--- config.mk ---
export PLATFORM = sky130hd
export DESIGN_NAME = instruction_fetch
export DESIGN_NICKNAME = d
export VERILOG_FILES = /design/src/rtl/instruction_fetch.sv
export SDC_FILE = /design/constraint.sdc
export NUM_CORES = 1
export LEC_CHECK = 0
export BUFFER_PORTS_ARGS = -buffer_cell sky130_fd_sc_hd__buf_2
export CORE_MARGIN = 2
export CORE_UTILIZATION = 44
export DETAILED_ROUTE_END_ITERATION = 12
export PLACE_DENSITY = 0.8
export SETUP_SLACK_MARGIN = 0.02
export SLEW_MARGIN = 5
export SYNTH_ARGS = -nofsm -noshare
export SYNTH_HDL_FRONTEND = slang
export SYNTH_SLANG_ARGS = --single-unit
--- constraint.sdc ---
create_clock -name clk -period 1.95 [get_ports clk]
set_input_delay 0.195 -clock clk [delete_from_list [all_inputs] [get_ports clk]]
set_output_delay 0.195 -clock clk [all_outputs]
set_load 0.03 [all_outputs]
--- src/rtl/instruction_fetch.sv ---
// Fetch stage between the ProgramCounter and decode.
// Launches one bus read per instruction from the current PC and holds the word
// for decode. It advances the PC only when decode accepts the word, and drops
// words that a redirect (flush) makes stale.
//
// Handshake rules, for both the bus side and the decode side:
//   - A source raises valid (busRequest / instrValid) and keeps its payload
//     (busAddress / instruction+instrPC) stable until the transfer completes.
//   - A transfer completes in any cycle where valid and ready
//     (busReady / instrReady) are both high.
//   - valid never depends combinationally on ready.
//   - Only one bus read is outstanding at a time.
module instruction_fetch #(
    parameter int DATA_WIDTH = 32,
    parameter int ADDR_WIDTH = 32
) (
    input  logic                  clk,
    input  logic                  reset,
    input  logic [ADDR_WIDTH-1:0] pc,
    input  logic                  flush,
    output logic                  pcAdvance,
    output logic [ADDR_WIDTH-1:0] busAddress,
    output logic                  busRequest,
    input  logic                  busReady,
    input  logic [DATA_WIDTH-1:0] busData,
    output logic                  instrValid,
    input  logic                  instrReady,
    output logic [DATA_WIDTH-1:0] instruction,
    output logic [ADDR_WIDTH-1:0] instrPC,
    output logic                  misaligned,
    output logic [1:0]            fetchState
);

    typedef enum logic [1:0] {
        IDLE    = 2'd0,
        REQUEST = 2'd1,
        HOLD    = 2'd2,
        FAULT   = 2'd3
    } stateT;

    stateT                 state;
    stateT                 nextState;
    logic [ADDR_WIDTH-1:0] addrReg;
    logic [DATA_WIDTH-1:0] instrReg;
    logic                  discard;
    logic                  pcAligned;

    assign pcAligned = (pc[1:0] == 2'b00);

    // State register; reset abandons any bus transaction in flight.
    always_ff @(posedge clk or negedge reset) begin
        if (!reset) begin
            state <= IDLE;
        end else begin
            state <= nextState;
        end
    end

    // Next-state logic; flush always has priority over progress.
    always_comb begin
        nextState = state;
        case (state)
            IDLE: begin
                if (flush) begin
                    nextState = IDLE;
                end else if (!pcAligned) begin
                    nextState = FAULT;
                end else begin
                    nextState = REQUEST;
                end
            end
            REQUEST: begin
                if (busReady) begin
                    nextState = (discard || flush) ? IDLE : HOLD;
                end
            end
            HOLD: begin
                if (flush || instrReady) begin
                    nextState = IDLE;
                end
            end
            FAULT: begin
                if (flush) begin
                    nextState = IDLE;
                end
            end
            default: nextState = IDLE;
        endcase
    end

    // Datapath: latch the fetch address at launch and capture the bus word.
    // The discard flag remembers a redirect seen while the read is still
    // outstanding, because a started bus read is never aborted.
    always_ff @(posedge clk or negedge reset) begin
        if (!reset) begin
            addrReg  <= '0;
            instrReg <= '0;
            discard  <= 1'b0;
        end else begin
            case (state)
                IDLE: begin
                    if (!flush && pcAligned) begin
                        addrReg <= pc;
                    end
                end
                REQUEST: begin
                    if (busReady) begin
                        discard <= 1'b0;
                        if (!(discard || flush)) begin
                            instrReg <= busData;
                        end
                    end else if (flush) begin
                        discard <= 1'b1;
                    end
                end
                default: begin
                end
            endcase
        end
    end

    // Outputs are decoded from the state. pcAdvance loses to flush so that
    // the PC is never written and counted in the same cycle.
    always_comb begin
        busRequest = (state == REQUEST);
        instrValid = (state == HOLD);
        misaligned = (state == FAULT);
        pcAdvance  = (state == HOLD) && instrReady && !flush;
    end

    assign busAddress  = addrReg;
    assign instrPC     = addrReg;
    assign instruction = instrReg;
    assign fetchState  = state;

endmodule

==> reports/qor.txt, run 1 <==
status - finished clean
initial antenna violation count - 0
setup tns final - 0 ns
Starting Density - 0.450
DRT Pass-1 Iters - 4
Sw Share - 0.469
max-slew violation count - 0
nets - 402
wire per inst - 14.1 µm
critical path depth - 4
htree depth - 3
final RePlAce weighted congestion - 0.716
pwr/cell area - 2030 nW/µm²
number of I/O pins - 171
via count - 1,938
RSZ-0062 raised after global routing - no
Reg power frac - 0.321
worst path cell trace - nor2b_1 > nand2_1 > nor2_1 > buf_2
final worst path period share - 0.864
Die X - 86.6 µm
WS Path Type - reg2out
Hold Path Depth - 2
pre-CTS setup slack - 0.339 ns
Cells after Synth - 185
Worst Tran Pin Value - 0.554 ns
Critical-path top delay cell - dfrtp_1
slew margin rel. - 0.631
Clock Path Buffers - 2
Crit path largest cell delay - 0.48 ns
Layout Skew - 0.00707 ns
CTS tree - done
core box area - 6680 µm²
Synthesized Nets - 254
Root Buffer - clkbuf_8
clk_lat worst skew - 0.33 ns
Die H - 86.6 µm
critical path fanouts, max - 6
count of cell types in the netlist - 18
Vias/cell - 4.65
worst path bufs/invs - 1
largest net degree at the start of global routing - 33
Comb power frac - 0.557
Crit path required time - 1.75 ns
Area growth, synth to finish - 28.9%
first-pass GRT wire length - 9.02 mm
Hold Vio Cnt, Final - 0
critical path arrival - 1.49 ns
area occupied by multi-input gates - 1020 µm²
Leak - 2.16 nW
GRT Util Overall - 0.158
Routed Wire Length - 5.87 mm
Power, Total - 0.00785 W
final global-route overflow total - 0
final non-filler cell total - 417
HP Class - in2reg
f_max - 594 MHz
NetSw - 0.00368 W
Final Critical Period - 1.68 ns
Reg area - 1680 µm²
Resize count post-CTS - 0
Port Buffers - 170
DRC - 0
Synth warnings - 0
Internal Power - 0.00416 W
Avg Inst Size Synth - 16.2 µm²
Setup crit start kind - flip-flop
post-synthesis sequential area ratio - 0.558
CP delay by family, top - simple AND/OR/NAND/NOR gates
fillers - 583
Clk pin slew, worst setup/hold paths - 0.07 ns
Max-Cap Viols - 0
clock sink total - 67
clock network fraction of design power - 0.122
1st-iter DRT viols - 35
DP Wirelength - 4.44 mm
Cell Area, Synth - 3000 µm²
Final setup viols - 0
ANT cells - 0
Post-CTS Setup Bufs - 0
share of layout cells above drive strength 1 - 0.748
row count - 30
Placed Cells - 401
Final WS setup - 0.266 ns
worst hold margin - 0.0552 ns
cts bufs inserted - 9
die footprint - 7500 µm²
VDD IR max - 0.976 mV
vias in the first global route - 1,861
crit end category - output pin
Routed Antenna Nets - 0
Synth Register Bits - 67
worst r2r path cells - 4
power groups by stage:
stage	Combinational (W)	Sequential [W]	Clock [W]
floorplan	0.00225	0.00383	0
global placement	0.00435	0.00252	0
detailed placement	0.00441	0.00253	0
CTS	0.00441	0.00253	0.000995
global route	0.00458	0.00263	0.00107
finish	0.00437	0.00252	0.000955
cell usage after synthesis, drive strengths merged:
cell / instances / area (µm²)
a21oi: 4 / 20.0
a22o: 1 / 8.76
and2: 1 / 6.26
and2b: 1 / 8.76
buf: 38 / 308
dfrtp: 67 / 1680
mux2: 62 / 886
nand2: 2 / 10.0
nor2: 2 / 7.51
nor2b: 3 / 18.8
nor3b: 1 / 12.5
nor4b: 1 / 23.8
o21ba: 1 / 10.0
o21bai: 1 / 7.51
layout make-up:
| type | count | share of cell area |
|---|---|---|
| Timing Repair Buffer | 175 | 0.237 |
| Tap cell | 80 | 0.0258 |
| Multi-Input combinational cell | 80 | 0.263 |
| Clock buffer | 12 | 0.0375 |
| Clock inverter | 3 | 0.00388 |
| Sequential cell | 67 | 0.433 |
stage by stage:
step / utilization / area [µm²]
after floorplan: - / 3000
after global placement: 0.554 / 3700
after detailed placement: 0.554 / 3700
after CTS: 0.580 / 3870
after global routing: 0.580 / 3870
final: 0.580 / 3870
per-layer routing:
metal,vias up,track usage,share of wire
li1,900,-,-
met3,9,0.0400,0.076
met4,0,0.0639,0.013
met2,100,0.250,0.47
met5,-,0,0
met1,929,0.208,0.44
registers in the layout, summed over array words and instances (netlist names):
| register | count |
|---|---|
| discard | 1 |
| instruction | 32 |
| fetchState | 2 |
| busAddress | 32 |
worst paths after layout:
check,from,end,slack (ns)
max,fetchState[1]$_DFFE_PN0P_,pcAdvance,0.27
min,busReady,fetchState[0]$_DFFE_PN0P_,0.06
max reg2reg,fetchState[1]$_DFFE_PN0P_,instruction[0]$_DFFE_PN0P_,0.35
min reg2reg,instruction[8]$_DFFE_PN0P_,instruction[8]$_DFFE_PN0P_,0.51
max in group asynchronous,reset,busAddress[23]$_DFFE_PN0P_,0.86
min in group asynchronous,reset,busAddress[14]$_DFFE_PN0P_,0.39
what timing repair did:
item | in CTS | in global routing
hold buffers | 1 | 0
endpoints found under the setup margin | 0 | 0
hold endpoints to repair | 23 | 0
cells by family (layout without fill, tap and decap cells):
kind of cell / Yosys count / after routing / share of synthesized area
and+or+nand+nor: 11 / 11 / 0.0292
DFF: 67 / 67 / 0.558
AOI/OAI and AO/OA: 7 / 7 / 0.0154
buffers and inverters: 38 / 190 / 0.102
muxes: 62 / 62 / 0.295
cells in the final DEF, fill, tap and decap left out:
cell and instances:
nand2_1 1, mux2_1 2, o21ba_2 1, nor3b_2 1
buf_2 170, clkinv_2 3, buf_12 2, nor2_1 2
dfrtp_1 67, clkbuf_8 10, buf_4 2, mux2_2 10
and2_1 1, nor4b_4 1, clkbuf_1 2, nand2_2 1
o21bai_1 1, a21oi_1 4, a22o_1 1, nor2b_1 3
dlygate4sd3_1 1, and2b_2 1, mux2_4 50
No activity file was read; power rests on OpenSTA's default activity.
==> run 2: changes to the inputs <==
--- a/config.mk
+++ b/config.mk
@@ -5,11 +5,12 @@
 export SDC_FILE = /design/constraint.sdc
 export NUM_CORES = 1
 export LEC_CHECK = 0
+export ABC_AREA = 1
 export BUFFER_PORTS_ARGS = -buffer_cell sky130_fd_sc_hd__buf_2
 export CORE_MARGIN = 2
-export CORE_UTILIZATION = 44
+export CORE_UTILIZATION = 45
 export DETAILED_ROUTE_END_ITERATION = 12
-export PLACE_DENSITY = 0.8
+export PLACE_DENSITY = 0.81
 export SETUP_SLACK_MARGIN = 0.02
 export SLEW_MARGIN = 5
 export SYNTH_ARGS = -nofsm -noshare
==> reports/qor.txt, run 2 <==
Area growth, synth to finish - 29.4%
largest area contributor in the netlist - dfrtp_1
Starting Density - 0.460 (+0.0107)
Max-Cap Viols - 0 (unchanged)
ANT cells - 0 (unchanged)
Crit path required time - 1.75 ns (about the same)
Reg power frac - 0.318 (-0.003)
most frequent cells in the layout - buf_2, nand2_1, inv_1
NetSw - 0.00377 W (+2.3%)
Synth warnings - 0 (unchanged)
Die H - 87.1 µm (+0.59%)
DRC - 0 (unchanged)
Vias/cell - 4.42 (-4.9%)
final worst path period share - 0.747 (-0.116)
fin util - 0.596 (+0.0160)
DP Wirelength - 4.68 mm (+5.3%)
Sw Share - 0.491 (+0.0211)
Post-synth top flop - dfrtp_1
clock sink total - 67 (unchanged)
VDD IR max - 1.09 mV (+12%)
Synth async-reset ratio - 1.00 (unchanged)
share of the synthesized area in the top cell type - 0.539 (-0.0191)
Synth top cells by count - nand2_1, inv_1, dfrtp_1, buf_4, o21ai_2
commonest non-fill, non-tap cell in the layout - buf_2
Root Buffer - clkbuf_8
f_max - 686 MHz (+16%)
clock network fraction of design power - 0.172 (+0.050)
final instance area - 4020 µm² (+3.9%)
Internal Power - 0.00391 W (-6.0%)
post-synthesis sequential area ratio - 0.539 (-0.0191)
most common cell in the netlist - nand2_1
Routed Antenna Nets - 0 (unchanged)
setup tns final - 0 ns (unchanged)
Avg Inst Size Synth - 9.15 µm² (-44%)
Comb power frac - 0.511 (-0.046)
Port Buffers - 170 (unchanged)
number of I/O pins - 171 (unchanged)
1st-iter DRT viols - 38 (+8.6%)
via count - 2,507 (+29%)
crit end category - output pin
core box area - 6760 µm² (+1.1%)
first-pass GRT wire length - 9.30 mm (+3.1%)
Routed Wire Length - 6.09 mm (+3.8%)
worst hold margin - 0.0915 ns (+0.0363 ns)
Post-synth EDFFs - 0 (unchanged)
wire per inst - 10.7 µm (-24%)
Setup crit start kind - flip-flop
row count - 30 (unchanged)
slew margin rel. - 0.675 (+0.0446)
worst path cell trace - inv_1 > nand2_1 > nor2_1 > buf_2
die footprint - 7590 µm² (+1.2%)
CTS tree - done
Post-CTS Setup Bufs - 0 (unchanged)
Clock Path Buffers - 2 (unchanged)
Hold Vio Cnt, Final - 0 (unchanged)
Synth Register Bits - 67 (unchanged)
Cell Area, Synth - 3110 µm² (+3.5%)
critical path fanouts, max - 8 (+2)
share of layout cells above drive strength 1 - 0.466 (-0.282)
Crit path largest cell delay - 0.49 ns (about the same)
Cells after Synth - 340 (+84%)
clk_lat worst skew - 0.34 ns (about the same)
most area-consuming cells after synthesis - dfrtp_1, nand2_1, o21ai_2
critical path arrival - 1.26 ns (-0.23 ns)
Clk pin slew, worst setup/hold paths - 0.08 ns (about the same)
final global-route overflow total - 0 (unchanged)
DRT Pass-1 Iters - 4 (unchanged)
cts bufs inserted - 9 (unchanged)
Power, Total - 0.00768 W (-2.1%)
Critical-path top delay cell - dfrtp_1
final RePlAce weighted congestion - 0.812 (+13%)
RSZ-0062 raised after global routing - no
nets - 551 (+37%)
worst r2r path cells - 4 (unchanged)
Synthesized Nets - 409 (+61%)
Die X - 87.1 µm (+0.59%)
vias in the first global route - 2,238 (+20%)
largest net degree at the start of global routing - 68 (+110%)
htree depth - 3 (unchanged)
Layout Skew - 0.0170 ns (+0.00990 ns)
count of cell types in the netlist - 18 (unchanged)
GRT Util Overall - 0.157 (-0.000688)
Leak - 2.49 nW (+15%)
initial antenna violation count - 0 (unchanged)
max-slew violation count - 0 (unchanged)
pwr/cell area - 1910 nW/µm² (-5.8%)
Hold Path Depth - 3 (+1)
WS Path Type - reg2out
HP Class - in2reg
Final Critical Period - 1.46 ns (-0.227 ns)
status - finished clean
Worst Tran Pin Value - 0.487 ns (-0.0670 ns)
placed cell areas - 3780 µm² (+2.1%)
Final setup viols - 0 (unchanged)
==> run 2: cell types whose count changed after synthesis, sizes merged, moves of 2 or more <==
cell,delta
nor2,+8
nand2,+77
mux2,-62
a21oi,-4
clkbuf,+2
buf,+4
nand3,+4
inv,+73
nor2b,-3
o21ai,+62
==> run 2: critical path, delay by kind of cell (launching register included) <==
family / cells / cell delay, ns
flops: 1 / 0.49
buf+inv: 2 / 0.28
simple gates: 2 / 0.16
==> run 2: kinds of logic after synthesis <==
logic type             Yosys count  synth area share
AO/OA/AOI/OAI                   63             0.141
buffers and inverters          117             0.198
AND/OR/NAND/NOR                 93             0.123
flip-flops                      67             0.539
==> run 2: final cells by class <==
type                    instances  area, µm²
well taps                      80        100
inverters                      73        277
fillers                       587       2730
flip-flops and latches         67       1680
clock buffers                  11        151
multi-input cells             156        820
repair buffers                175        916
clock inverters                 5       83.8
==> run 2: worst paths after layout <==
path	start	to	slack [ns]
max	fetchState[0]$_DFFE_PN0P_	pcAdvance	0.49
min	busData[23]	instruction[23]$_DFFE_PN0P_	0.09
max reg2reg	fetchState[0]$_DFFE_PN0P_	busAddress[6]$_DFFE_PN0P_	0.50
min reg2reg	instruction[26]$_DFFE_PN0P_	instruction[26]$_DFFE_PN0P_	0.48
max in group asynchronous	reset	busAddress[26]$_DFFE_PN0P_	1.25
min in group asynchronous	reset	instruction[25]$_DFFE_PN0P_	0.40
==> run 2: timing repair <==
action / CTS / global route
resized for setup: 0 / 0
hold buffers: 1 / 0
endpoints found under the hold margin: 67 / 0
==> run 2: through the flow <==
stage | setup WS, ns | instances
floorplan | 0.518 | 340
global placement | 0.558 | 550
detailed placement | 0.519 | 550
CTS | 0.478 | 567
global route | 0.355 | 567
finish | 0.493 | 567
==> run 2: power groups by stage <==
| stage | combinational [W] | sequential [W] | clock [W] |
|---|---|---|---|
| after floorplan | 0.00192 | 0.00368 | 0 |
| after global placement | 0.00390 | 0.00243 | 0 |
| after detailed placement | 0.00398 | 0.00246 | 0 |
| after CTS | 0.00397 | 0.00245 | 0.00136 |
| after global routing | 0.00421 | 0.00252 | 0.00141 |
| final | 0.00392 | 0.00244 | 0.00132 |
==> run 2: routing by layer <==
layer / vias up / part of all wire / track usage
met5: - / 0 / 0
met4: 0 / 0.015 / 0.0671
met3: 9 / 0.088 / 0.0550
met2: 121 / 0.48 / 0.289
met1: 1105 / 0.41 / 0.160
li1: 1272 / - / -
==> run 3: changes to the inputs <==
--- a/config.mk
+++ b/config.mk
@@ -8,9 +8,9 @@
 export ABC_AREA = 1
 export BUFFER_PORTS_ARGS = -buffer_cell sky130_fd_sc_hd__buf_2
 export CORE_MARGIN = 2
-export CORE_UTILIZATION = 45
+export CORE_UTILIZATION = 40
 export DETAILED_ROUTE_END_ITERATION = 12
-export PLACE_DENSITY = 0.81
+export PLACE_DENSITY = 0.76
 export SETUP_SLACK_MARGIN = 0.02
 export SLEW_MARGIN = 5
 export SYNTH_ARGS = -nofsm -noshare
==> constraint.sdc (replaced) <==
create_clock -name clk -period 1.24 [get_ports clk]
set_input_delay 0.124 -clock clk [delete_from_list [all_inputs] [get_ports clk]]
set_output_delay 0.124 -clock clk [all_outputs]
set_load 0.03 [all_outputs]
==> reports/qor.txt, run 3 (same netlist as run 2, synthesis figures left out) <==
worst r2r path cells - 10 (+6)
Clock Path Buffers - 2 (unchanged)
Die H - 92.2 µm (+5.8%)
Vias/cell - 4.34 (-1.8%)
Max-Cap Viols - 0 (unchanged)
die footprint - 8500 µm² (+12%)
worst path bufs/invs - 3 (+1)
final instance area - 4640 µm² (+15%)
f_max - 723 MHz
max-slew violation count - 0 (unchanged)
setup tns final - -2.93 ns (-2.93 ns)
final worst path period share - 1.12
Layout Skew - 0.00682 ns (-0.0101 ns)
cts bufs inserted - 9 (unchanged)
GR Layer Usage met3 - 0.0608 (+0.00583)
Root Buffer - clkbuf_8
RSZ-0062 raised after global routing - yes
commonest non-fill, non-tap cell in the layout - buf_2
1st-iter DRT viols - 47 (+24%)
met2 Track Usage GR - 0.269 (-0.0204)
DP Wirelength - 4.74 mm (+1.3%)
CP delay by family, top - flip-flops
hold endpoint - busAddress[3]$_DFFE_PN0P_
Final Critical Period - 1.38 ns
Hold Vio Cnt, Final - 0 (unchanged)
worst path cell trace - buf_6 > inv_4 > nand2_4 > nor2_4 > buf_6
Starting Density - 0.407 (-0.0536)
FF-to-FF Start - fetchState[0]$_DFFE_PN0P_
wire per inst - 12.5 µm (+16%)
final global-route overflow total - 0 (unchanged)
pwr/cell area - 2830 nW/µm² (+48%)
critical path arrival - 1.26 ns (about the same)
core box area - 7650 µm² (+13%)
failing checks - setup timing
Final setup viols - 52 (+52)
critical path fanouts, max - 4 (-4)
vias in the first global route - 2,398 (+7.1%)
crit end category - output pin
placed cell areas - 3900 µm² (+3.2%)
Top Usage Layer GRT - met2
Area growth, synth to finish - 49.3%
Port Buffers - 170 (unchanged)
first-pass GRT wire length - 11.0 mm (+18%)
slew margin rel. - 0.760 (+0.0845)
status - finished, violations left
Routed Antenna Nets - 0 (unchanged)
row count - 32 (+6.7%)
Worst Tran Pin Value - 0.360 ns (-0.127 ns)
Crit path largest cell delay - 0.44 ns (-0.05 ns)
CTS tree - done
initial antenna violation count - 0 (unchanged)
met1 Track Usage GR - 0.205 (+0.0446)
share of layout cells above drive strength 1 - 0.589 (+0.123)
Hold Path Depth - 3 (unchanged)
number of I/O pins - 171 (unchanged)
VDD IR max - 1.29 mV (+18%)
via count - 2,693 (+7.4%)
Clk pin slew, worst setup/hold paths - 0.07 ns (about the same)
Routed Wire Length - 7.73 mm (+27%)
clock sink total - 67 (unchanged)
WS Path Type - reg2out
final RePlAce weighted congestion - 0.739 (-9.1%)
RR Endpoint - fetchState[0]$_DFFE_PN0P_
FF-to-FF setup slack - -0.11 ns (-0.61 ns)
HP Class - in2reg
Final WS setup - -0.143 ns (-0.635 ns)
ANT cells - 0 (unchanged)
Leak - 2.72 nW (+9.2%)
DRT Pass-1 Iters - 4 (unchanged)
most frequent cells in the layout - buf_2, inv_1, dfrtp_1
DRC - 0 (unchanged)
Die X - 92.2 µm (+5.8%)
GRT Util Overall - 0.164 (+0.00630)
largest net degree at the start of global routing - 68 (unchanged)
hold_sp - pc[3]
Critical-path top delay cell - dfrtp_2
nets - 582 (+5.6%)
Setup crit start kind - flip-flop
Crit path required time - 1.12 ns (-0.63 ns)
cell mode on critical path - buf_6
clk_lat worst skew - 0.33 ns (about the same)
htree depth - 3 (unchanged)
==> run 3: metrics by stage <==
step / setup slack, ns / total power, W / utilization / cells / hold slack [ns]
after floorplan: -0.0531 / 0.00884 / - / 340 / -0.172
final: -0.143 / 0.0131 / 0.607 / 620 / 0.0189
after global routing: -0.215 / 0.0139 / 0.607 / 620 / 0.000223
after CTS: -0.169 / 0.0125 / 0.555 / 607 / 0.00269
after detailed placement: -0.0171 / 0.0102 / 0.510 / 581 / 0.170
after global placement: 0.0111 / 0.0101 / 0.510 / 581 / 0.169
==> run 3: repair_timing <==
action                                  in CTS  in global routing
endpoints found under the setup margin      38                 72
cloned                                       1                  7
hold buffers                                 1                  1
resized for setup                           21                 85
setup buffers                                8                  6
hold endpoints to repair                    67                  1
pin swaps                                    2                  4
==> run 3: layout make-up <==
type | count | area (µm²)
clock buffers | 11 | 131
fillers | 684 | 3000
inverters | 73 | 284
flip-flops and latches | 67 | 1680
well taps | 102 | 128
clock inverters | 5 | 77.6
repair buffers | 205 | 1320
multi-input cells | 157 | 1020
==> run 3: layer usage <==
metal / routed length, µm / vias to the layer above / part of all wire
li1: - / 1334 / -
met5: 0 / - / 0
met4: 86 / 0 / 0.011
met2: 3820 / 114 / 0.49
met3: 476 / 8 / 0.062
met1: 3350 / 1237 / 0.43
==> run 3: worst register-to-register path: cells and delay by family, from the launching register on <==
kind,cells,cell delay [ns]
buf+inv,5,0.56
flops,1,0.44
simple gates,5,0.26
==> run 3: worst max path at each step <==
| stage | from | endpoint | slack, ns | depth (start not counted) |
|---|---|---|---|---|
| finish | fetchState[0]$_DFFE_PN0P_ | pcAdvance | -0.14 | 5 |
| global route | fetchState[0]$_DFFE_PN0P_ | pcAdvance | -0.22 | 5 |
| detailed placement | fetchState[1]$_DFFE_PN0P_ | instruction[26]$_DFFE_PN0P_ | -0.02 | 7 |
| floorplan | fetchState[1]$_DFFE_PN0P_ | instruction[23]$_DFFE_PN0P_ | -0.05 | 7 |
| CTS | fetchState[0]$_DFFE_PN0P_ | pcAdvance | -0.17 | 5 |
| global placement | fetchState[1]$_DFFE_PN0P_ | instruction[26]$_DFFE_PN0P_ | 0.01 | 7 |
==> run 3: report_power, final <==
group / leakage [nW] / switching [W] / total [W] / internal (W)
Combinational: 1.78 / 0.00477 / 0.00722 / 0.00245
Clock: 0.103 / 0.000789 / 0.00192 / 0.00113
Sequential: 0.842 / 0.000815 / 0.00400 / 0.00319
Total: 2.72 / 0.00638 / 0.0131 / 0.00676
